### src/rtl/adder_seq_ctrl_if.sv
// adder_seq_ctrl_if: operand request and result handshake bundle for adder_seq_ctrl
interface adder_seq_ctrl_if #(
  parameter int WIDTH = 32
);
  logic             valid_i;
  logic             ready_o;
  logic [WIDTH-1:0] a_i;
  logic [WIDTH-1:0] b_i;
  logic             sub_i;
  logic             carry_i;
  logic             valid_o;
  logic             ready_i;
  logic [WIDTH-1:0] sum_o;
  logic             carry_o;
  logic             overflow_o;
  modport master (
    output valid_i, a_i, b_i, sub_i, carry_i, ready_i,
    input  ready_o, valid_o, sum_o, carry_o, overflow_o
  );
  modport slave (
    input  valid_i, a_i, b_i, sub_i, carry_i, ready_i,
    output ready_o, valid_o, sum_o, carry_o, overflow_o
  );
endinterface

### src/rtl/adder_seq_ctrl.sv
// adder_seq_ctrl: nibble-serial add/subtract sequencer around one 4-bit ripple slice
module fulladder4 (
  input  logic [3:0] a_i,
  input  logic [3:0] b_i,
  input  logic       c_i,
  output logic [3:0] s_o,
  output logic       c_o
);
  logic [4:0] c;
  assign c[0] = c_i;
  for (genvar i = 0; i < 4; i++) begin : g_bit
    assign s_o[i]   = a_i[i] ^ b_i[i] ^ c[i];
    assign c[i+1]   = (a_i[i] & b_i[i]) | (c[i] & (a_i[i] ^ b_i[i]));
  end
  assign c_o = c[4];
endmodule

module adder_seq_ctrl #(
  parameter int WIDTH = 32
) (
  input  logic             clk_i,
  input  logic             rst_ni,
  adder_seq_ctrl_if.slave  bus
);
  localparam int N  = WIDTH / 4;
  localparam int CW = $clog2(N);
  typedef enum logic [1:0] {IDLE, CALC, DONE} state_t;
  state_t           state_q, state_d;
  logic [CW-1:0]    cnt_q, cnt_d;
  logic [WIDTH-1:0] op_a_q, op_a_d, op_b_q, op_b_d, sum_q, sum_d;
  logic             cy_q, cy_d, carry_q, carry_d, ovf_q, ovf_d, valid_q, valid_d;
  logic [3:0]       fa_s;
  logic             fa_co, last;
  fulladder4 u_fa (
    .a_i (op_a_q[{cnt_q, 2'b00} +: 4]),
    .b_i (op_b_q[{cnt_q, 2'b00} +: 4]),
    .c_i (cy_q),
    .s_o (fa_s),
    .c_o (fa_co)
  );
  assign last         = cnt_q == CW'(N - 1);
  assign bus.ready_o    = state_q == IDLE;
  assign bus.valid_o    = valid_q;
  assign bus.sum_o      = sum_q;
  assign bus.carry_o    = carry_q;
  assign bus.overflow_o = ovf_q;
  // next-state: latch operands on accept, one nibble per CALC cycle, hold result in DONE
  always_comb begin
    state_d = state_q;
    cnt_d   = cnt_q;
    op_a_d  = op_a_q;
    op_b_d  = op_b_q;
    cy_d    = cy_q;
    sum_d   = sum_q;
    carry_d = carry_q;
    ovf_d   = ovf_q;
    valid_d = valid_q;
    case (state_q)
      IDLE: if (bus.valid_i) begin
        op_a_d  = bus.a_i;
        op_b_d  = bus.sub_i ? ~bus.b_i : bus.b_i;
        cy_d    = bus.sub_i | bus.carry_i;
        cnt_d   = '0;
        state_d = CALC;
      end
      CALC: begin
        sum_d[{cnt_q, 2'b00} +: 4] = fa_s;
        cy_d    = fa_co;
        cnt_d   = last ? cnt_q : cnt_q + CW'(1);
        state_d = last ? DONE : CALC;
        valid_d = last;
        carry_d = last ? fa_co : carry_q;
        ovf_d   = last ? (op_a_q[WIDTH-1] == op_b_q[WIDTH-1]) && (fa_s[3] != op_a_q[WIDTH-1]) : ovf_q;
      end
      DONE: if (bus.ready_i) begin
        state_d = IDLE;
        valid_d = 1'b0;
      end
      default: state_d = IDLE;
    endcase
  end
  // state and datapath registers, cleared asynchronously
  always_ff @(posedge clk_i or negedge rst_ni) begin
    if (!rst_ni) begin
      state_q <= IDLE;
      cnt_q   <= '0;
      op_a_q  <= '0;
      op_b_q  <= '0;
      cy_q    <= 1'b0;
      sum_q   <= '0;
      carry_q <= 1'b0;
      ovf_q   <= 1'b0;
      valid_q <= 1'b0;
    end else begin
      state_q <= state_d;
      cnt_q   <= cnt_d;
      op_a_q  <= op_a_d;
      op_b_q  <= op_b_d;
      cy_q    <= cy_d;
      sum_q   <= sum_d;
      carry_q <= carry_d;
      ovf_q   <= ovf_d;
      valid_q <= valid_d;
    end
  end
endmodule

### src/flat_wrapper.sv
// flat-port wrapper written by rule: the top's interface ports become plain ports
module adder_seq_ctrl_flat 
#(
  parameter int WIDTH = 32
)
  (clk_i, rst_ni, bus_valid_i, bus_a_i, bus_b_i, bus_sub_i, bus_carry_i, bus_ready_i, bus_ready_o, bus_valid_o, bus_sum_o, bus_carry_o, bus_overflow_o);
  adder_seq_ctrl_if #(.WIDTH(WIDTH)) bus_i ();
  input  logic clk_i;
  input  logic rst_ni;
  input wire logic [$bits(bus_i.valid_i)-1:0] bus_valid_i;
  input wire logic [$bits(bus_i.a_i)-1:0] bus_a_i;
  input wire logic [$bits(bus_i.b_i)-1:0] bus_b_i;
  input wire logic [$bits(bus_i.sub_i)-1:0] bus_sub_i;
  input wire logic [$bits(bus_i.carry_i)-1:0] bus_carry_i;
  input wire logic [$bits(bus_i.ready_i)-1:0] bus_ready_i;
  output wire logic [$bits(bus_i.ready_o)-1:0] bus_ready_o;
  output wire logic [$bits(bus_i.valid_o)-1:0] bus_valid_o;
  output wire logic [$bits(bus_i.sum_o)-1:0] bus_sum_o;
  output wire logic [$bits(bus_i.carry_o)-1:0] bus_carry_o;
  output wire logic [$bits(bus_i.overflow_o)-1:0] bus_overflow_o;
  assign bus_i.valid_i = bus_valid_i;
  assign bus_i.a_i = bus_a_i;
  assign bus_i.b_i = bus_b_i;
  assign bus_i.sub_i = bus_sub_i;
  assign bus_i.carry_i = bus_carry_i;
  assign bus_i.ready_i = bus_ready_i;
  assign bus_ready_o = bus_i.ready_o;
  assign bus_valid_o = bus_i.valid_o;
  assign bus_sum_o = bus_i.sum_o;
  assign bus_carry_o = bus_i.carry_o;
  assign bus_overflow_o = bus_i.overflow_o;
  adder_seq_ctrl #(.WIDTH(WIDTH)) u_core (.clk_i(clk_i), .rst_ni(rst_ni), .bus(bus_i));
endmodule
### config.mk
export PLATFORM = sky130hd
export DESIGN_NAME = adder_seq_ctrl_flat
export DESIGN_NICKNAME = d
export VERILOG_FILES = /design/src/rtl/adder_seq_ctrl_if.sv /design/src/rtl/adder_seq_ctrl.sv /design/src/flat_wrapper.sv
export SDC_FILE = /design/constraint.sdc
export NUM_CORES = 1
export LEC_CHECK = 0
export BUFFER_PORTS_ARGS = -buffer_cell sky130_fd_sc_hd__clkbuf_2
export CAP_MARGIN = 20
export CELL_PAD_IN_SITES_DETAIL_PLACEMENT = 0
export CELL_PAD_IN_SITES_GLOBAL_PLACEMENT = 1
export CORE_UTILIZATION = 45
export CTS_CLUSTER_DIAMETER = 100
export DETAILED_ROUTE_END_ITERATION = 6
export PLACE_DENSITY_LB_ADDON = 0.1
export SLEW_MARGIN = 20
export SYNTH_ARGS = -nofsm -noshare
export SYNTH_HDL_FRONTEND = slang
export SYNTH_SLANG_ARGS = --single-unit
export TNS_END_PERCENT = 20
### constraint.sdc
create_clock -name clk_i -period 5.2 [get_ports clk_i]
set_input_delay 0.78 -clock clk_i [delete_from_list [all_inputs] [get_ports clk_i]]
set_output_delay 0.78 -clock clk_i [all_outputs]
set_load 0.02 [all_outputs]
Word level (Yosys, flattened, before mapping)
Index checks and enable logic that the tools add are counted.
- add/sub/neg operators: 2
- equal/unequal tests: 8
- shift-type cells: 4
- muxes and demuxes: 13
- bitwise logic cells: 22
- reductions and logical operators: 10
- operators by type and width (kind ; count):
    $shiftx 32x6->4 ; 2
    $bwmux 32 ; 1
    $mux 32 ; 1
    $not 32->32 ; 1
    $shift 4x7->32 const A ; 1
    $shiftx 4x7->32 ; 1
    $reduce_and 2->1 ; 5
    $and 1x1->1 ; 8
    $xor 1x1->1 ; 8
    $neg 5->7 ; 1
    $mux 2 ; 3
    $mux 3 ; 2
    $ne 2x2->1 const B ; 3
    $pmux 2 s3 ; 1
    $pmux 3 s2 ; 1
    $or 1x1->1 ; 5
    $pmux 1 s2 ; 2
    $reduce_bool 2->1 ; 2
    $add 3x1->3 const B ; 1
    $eq 3x3->1 const B ; 1
    $reduce_and 3->1 ; 1
    $eq 2x1->1 const B ; 1
    $eq 2x2->1 const B ; 1
    $logic_not 2->1 ; 1
    4 further kinds ; 5
- register bits after elaboration: 105
- bits of input ports: 70
- output and inout port bits: 36
- logic and storage cells: 68

Logic depth before layout (Yosys ltp)
- depth after elaboration: 11
- mapped depth: 15
- mapped depth without buffers: 12

Modules after synthesis
From an unflattened synthesis, not the netlist that was laid out.
- cells, all modules: 406
- area total of the unflattened synthesis: 5067.4 µm²
- by module, submodules not included (module ; times used ; cells an instance ; area an instance (µm²) ; sequential area each (µm²)):
    adder_seq_ctrl ; 1 ; 392 ; 4949.7 ; 2627.5
    fulladder4 ; 1 ; 14 ; 117.6 ; 0.0

Least setup slack after synthesis
Ideal clock, no wire load.
- path type: register to register
- from: register u_core.cnt_q[1]
- to: register u_core.ovf_q (netlist: u_core.bus.overflow_o)
- library setup time: 0.128 ns
- arrival: 3.163 ns
- data required time: 5.072 ns
- slack: 1.909 ns
- cell stages (with the launch flop): 15
- buffers on the path: 2
- clock period less this slack: 3.291 ns
- path through: dfrtp_1 buf_2 mux4_2 nand2_1 nand2_1 fa_1 inv_1 fa_1 fa_1 inv_1 fa_1 clkbuf_1 and3b_1 a21oi_1 o21ai_0
- cells in the longest elaborated chain, start to end: 11
- elaborated cells on any way between the ends: 20
- those cells by class: 2 x eq/ne; 2 x shift; 14 x bitwise; 2 x reduce/logical
- RTL lines (item ; RTL line ; text):
    start, declared ; adder_seq_ctrl.sv:29 ; logic [CW-1:0] cnt_q, cnt_d;
    start signal, assigned ; adder_seq_ctrl.sv:96 ; cnt_q <= cnt_d;
    $shiftx 32x6->4, on equally long branches ; adder_seq_ctrl.sv:35, adder_seq_ctrl.sv:36 ;
    $xor 1x1->1 ; adder_seq_ctrl.sv:13 ; assign c[i+1] = (a_i[i] & b_i[i]) | (c[i] & (a_i[i] ^ b_i[i]));
    $and 1x1->1 ; adder_seq_ctrl.sv:13 ;
    $or 1x1->1 ; adder_seq_ctrl.sv:13 ;
    $and 1x1->1 ; adder_seq_ctrl.sv:13 ;
    $or 1x1->1 ; adder_seq_ctrl.sv:13 ;
    $and 1x1->1 ; adder_seq_ctrl.sv:13 ;
    $or 1x1->1 ; adder_seq_ctrl.sv:13 ;
    $xor 1x1->1 ; adder_seq_ctrl.sv:12 ; assign s_o[i] = a_i[i] ^ b_i[i] ^ c[i];
    $ne 1x1->1 ; adder_seq_ctrl.sv:73 ; ovf_d = last ? (op_a_q[WIDTH-1] == op_b_q[WIDTH-1]) && (fa_s[3] != op_a_q[WIDTH-1]) : ovf_q;
    $logic_and 1x1->1 ; adder_seq_ctrl.sv:73 ;
    end signal, assigned ; adder_seq_ctrl.sv:102 ; ovf_q <= ovf_d;
    end, declared ; adder_seq_ctrl.sv:31 ; logic cy_q, cy_d, carry_q, carry_d, ovf_q, ovf_d, valid_q, valid_d;
Several ways; a longest one is shown, not always the timed one.
A chain may end at the register's enable or synchronous reset.

Worst setup path after layout
- from: register u_core.cnt_q[2]
- to: register u_core.ovf_q (netlist: u_core.bus.overflow_o)
Same word-level chain as after synthesis.

==> out/results.txt <==
For the initial antenna violation count, the log shows 0. The number of placed I/O pins came out at 106. The logs give 0.392 mV for the worst supply voltage drop on vdd and 275 MHz for the maximum clock frequency.

The tools report the deepest clock path buffer count as 2. The mean cell area of the mapped netlist works out to 12.7 um2. In this run, synthesis produced a sequential element count of 105. The via-per-instance ratio works out to 5.03.

The via count of the first global-routing pass was 3163; the layout overhead on the synthesized area was 16.1%. The effective utilization at floorplan is 0.460. The tools report the part of the Yosys area used for sequential elements as 0.527.

The multi-input combinational cells in the finished layout cover a total of 2130 um2. The run finished with clean final reports. The clock latency of the later-clocked register in the worst-skew pair is 0.36 ns. Entering global routing, the biggest net connects 100 pins.

In this run the tool buffered the top-level ports with 105 buffer cells. For the final standard cell utilization of the core, the log shows 0.534. The class of the most critical setup path is reg2reg.

By area the synthesized netlist is led by sky130_fd_sc_hd__dfrtp_1, sky130_fd_sc_hd__mux2_2, sky130_fd_sc_hd__mux4_2, sky130_fd_sc_hd__xnor2_1, sky130_fd_sc_hd__mux2i_1. The core region is 10800 um2. The leading area contributor after synthesis is sky130_fd_sc_hd__dfrtp_1. The die is 107 um wide. The number of warnings issued by yosys was 0; the static leakage was 2.69 nW.

The finished layout cell area was 5790 um2; the count of hold buffers inserted by post-cts repair was 0. The area of placed instances came out at 5570 um2. The clock slew at the register clock pins of the worst setup and hold paths is 0.10 ns, and the number of max-slew violations in the final report is 0. After legalization and detailed placement, the total HPWL measured 7370 um. The actual slew at the worst max-slew pin was 1.02 ns. The min-delay analysis places its worst path in the category in2async.

The run gives 10000 um as the total wire length after detailed routing. The clock skew after layout was 0.0118 ns. In the layout the commonest cells are sky130_fd_sc_hd__dfrtp_1, sky130_fd_sc_hd__clkbuf_2, sky130_fd_sc_hd__mux2_2.

The highest net fanout along the worst path was 23; the chip height was 107 um. The shortest period the worst path allows was 3.64 ns. Across the run, the number of max-cap violations was 0. The logs give 0 for the number of resized instances in the post-cts repair step and 4 for the iteration count of the initial detailed-routing pass. The H-tree depth was 3; the number of antenna repair diodes was 0.

For the remaining routing DRC violations, the log shows 0. The run gives 105 as the clock sink count. The number of nets handed over by synthesis was 471. The run gives 0.323 as the tightest slew margin relative to the limit. The fraction of final layout cells with drive strength greater than 1 was 0.394. For this block, the initial DRC count from the detailed router was 49. Global-route wire length before repair: 16200 um.

The sequential cell area was 2630 um2; the number of placement rows was 38. For the overall via count from detail_route, the log shows 3171. STA classifies the critical path endpoint as a flip-flop.

Summed over all failing endpoints, the final setup total negative slack is 0 ns. The congestion estimate from routability-driven global placement came to 0.747. The tree is rooted in a sky130_fd_sc_hd__clkbuf_8. The share of the clock period used by the worst path came out at 0.700.

After detailed routing, the average wire length per cell comes to 15.9 um. For this run, the post-layout net count is 563. The die covers 11500 um2. For this design the ratio of total power to cell area is 727 nW/um2.

The run gives 5.45 ns as the endpoint required time on the critical path. For the worst flop-to-flop path, the logic depth is 12. Once the clock tree was built, the setup fixing pass inserted 0 buffers. The number of fill cells in the layout is 996, and the global-route usage over all layers is 0.185. TritonCTS built the clock tree. After synthesis the cells add up to 4990 um2. The residual overflow from global routing came out at 0. The area share of the largest cell type after synthesis was 0.527; the signal arrival time at the worst endpoint was 3.88 ns.

The detail route stage leaves a number of antenna-violating nets equal to 0. The run gives 393 as the gate count after technology mapping. The setup check on the worst reg-to-reg path leaves a slack of 1.56 ns.

Clock tree synthesis inserted a total of 9 buffers. Yosys mapped the design onto 33 distinct sky130hd cell types. STA classifies the critical path startpoint as a flip-flop. The library cell used most frequently in the layout, excluding fill and tap cells, is sky130_fd_sc_hd__dfrtp_1. For the final hold violation count, the log shows 0.

The total setup violations reported at the end of the flow is 0. Setup repair after global routing left no endpoint under its margin.
==> final cells by class <==
type / instances / area share
clock buffer: 12 / 0.0251
inverter: 22 / 0.0143
clock inverter: 4 / 0.0132
sequential: 105 / 0.454
tap: 140 / 0.0303
timing repair buffer: 108 / 0.0951
multi-input combinational: 239 / 0.368
==> report_power, final <==
part | leakage, nW | total (mW) | switching, mW | internal [mW]
logic | 1.35 | 2.13 | 1.16 | 0.972
clock network | 0.107 | 0.547 | 0.261 | 0.286
registers | 1.23 | 1.53 | 0.308 | 1.22
==> sequential cells by signal, summed over array words and instances (netlist names) <==
signal	cells
u_core.op_a_q	32
u_core.state_q	2
u_core.bus.valid_o	1
u_core.cnt_q	3
u_core.bus.overflow_o	1
u_core.cy_q	1
u_core.bus.carry_o	1
u_core.op_b_q	32
u_core.bus.sum_o	32
==> critical path, stage by stage (launching register included) <==
cell,delay [ns]
sky130_fd_sc_hd__dfrtp_1,0.96
sky130_fd_sc_hd__mux4_2,0.42
sky130_fd_sc_hd__nand2_1,0.08
sky130_fd_sc_hd__nand2_1,0.07
sky130_fd_sc_hd__fa_1,0.38
sky130_fd_sc_hd__inv_1,0.07
sky130_fd_sc_hd__fa_1,0.18
sky130_fd_sc_hd__fa_1,0.17
sky130_fd_sc_hd__inv_1,0.06
sky130_fd_sc_hd__fa_1,0.70
sky130_fd_sc_hd__and3b_1,0.22
sky130_fd_sc_hd__a21oi_1,0.11
sky130_fd_sc_hd__o21ai_0,0.09
==> routing by layer <==
metal | vias up | share of wire | track usage | wire, um
met5 | - | 0 | 0 | 0
met4 | 0 | 0.0078 | 0.0440 | 78
met3 | 8 | 0.041 | 0.0400 | 407
met2 | 69 | 0.50 | 0.305 | 5020
met1 | 1572 | 0.45 | 0.249 | 4500
li1 | 1522 | - | - | -
==> path summary, 6_finish.rpt <==
kind,start,to
worst max-delay path,u_core.cnt_q[2]$_DFFE_PN0P_,u_core.bus.overflow_o$_DFFE_PN0P_
worst min-delay path,rst_ni,u_core.bus.sum_o[13]$_DFFE_PN0P_
worst max register to register,u_core.cnt_q[2]$_DFFE_PN0P_,u_core.bus.overflow_o$_DFFE_PN0P_
worst min register to register,u_core.bus.sum_o[16]$_DFFE_PN0P_,u_core.bus.sum_o[16]$_DFFE_PN0P_
max in group asynchronous,rst_ni,u_core.op_a_q[31]$_DFFE_PN0P_
min in group clk_i,u_core.bus.sum_o[16]$_DFFE_PN0P_,u_core.bus.sum_o[16]$_DFFE_PN0P_
==> cell families (layout without fill, tap and decap cells) <==
kind of cell,Yosys count,count (layout),synth area share
buffers and inverters,49,146,0.0462
adders and majority gates,8,8,0.0261
AOI/OAI and AO/OA,43,43,0.0502
and+or+nand+nor,70,70,0.0688
xor gates and xnor gates,32,32,0.0562
DFF,105,105,0.527
muxes,86,86,0.226
==> metrics by stage <==
step | instances | setup WS (ns) | power (mW) | hold WS, ns
after floorplan | 393 | 1.91 | 3.04 | 0.475
after global placement | 614 | 1.68 | 3.68 | 0.476
after detailed placement | 614 | 1.56 | 3.74 | 0.488
after CTS | 630 | 1.55 | 4.29 | 0.455
after global routing | 630 | 1.27 | 4.55 | 0.469
final | 630 | 1.56 | 4.21 | 0.439
==> cell usage after synthesis <==
master and count:
sky130_fd_sc_hd__ha_1 4, sky130_fd_sc_hd__buf_4 5, sky130_fd_sc_hd__nand2_1 16, sky130_fd_sc_hd__o2111a_2 1, sky130_fd_sc_hd__nor2_1 38, sky130_fd_sc_hd__buf_6 1
sky130_fd_sc_hd__clkbuf_1 3, sky130_fd_sc_hd__fa_1 4, sky130_fd_sc_hd__inv_1 22, sky130_fd_sc_hd__nor4_1 1, sky130_fd_sc_hd__buf_2 16, sky130_fd_sc_hd__buf_1 2
sky130_fd_sc_hd__nor3_1 2, sky130_fd_sc_hd__mux2i_1 19, sky130_fd_sc_hd__a22o_1 2, sky130_fd_sc_hd__nand3b_1 1, sky130_fd_sc_hd__a21oi_1 33, sky130_fd_sc_hd__nor4b_4 1
sky130_fd_sc_hd__and3_1 1, sky130_fd_sc_hd__mux4_2 16, sky130_fd_sc_hd__mux2_1 2, sky130_fd_sc_hd__nand2b_1 1, sky130_fd_sc_hd__nor3b_1 2, sky130_fd_sc_hd__dfrtp_1 105
sky130_fd_sc_hd__nor2b_1 4, sky130_fd_sc_hd__mux2_2 49, sky130_fd_sc_hd__o211ai_2 2, sky130_fd_sc_hd__a211oi_1 2, sky130_fd_sc_hd__xnor2_1 32, sky130_fd_sc_hd__o21ai_0 3
sky130_fd_sc_hd__nand4_1 1, sky130_fd_sc_hd__nor4bb_4 1, sky130_fd_sc_hd__and3b_1 1
No activity file was read; power rests on OpenSTA's default activity.
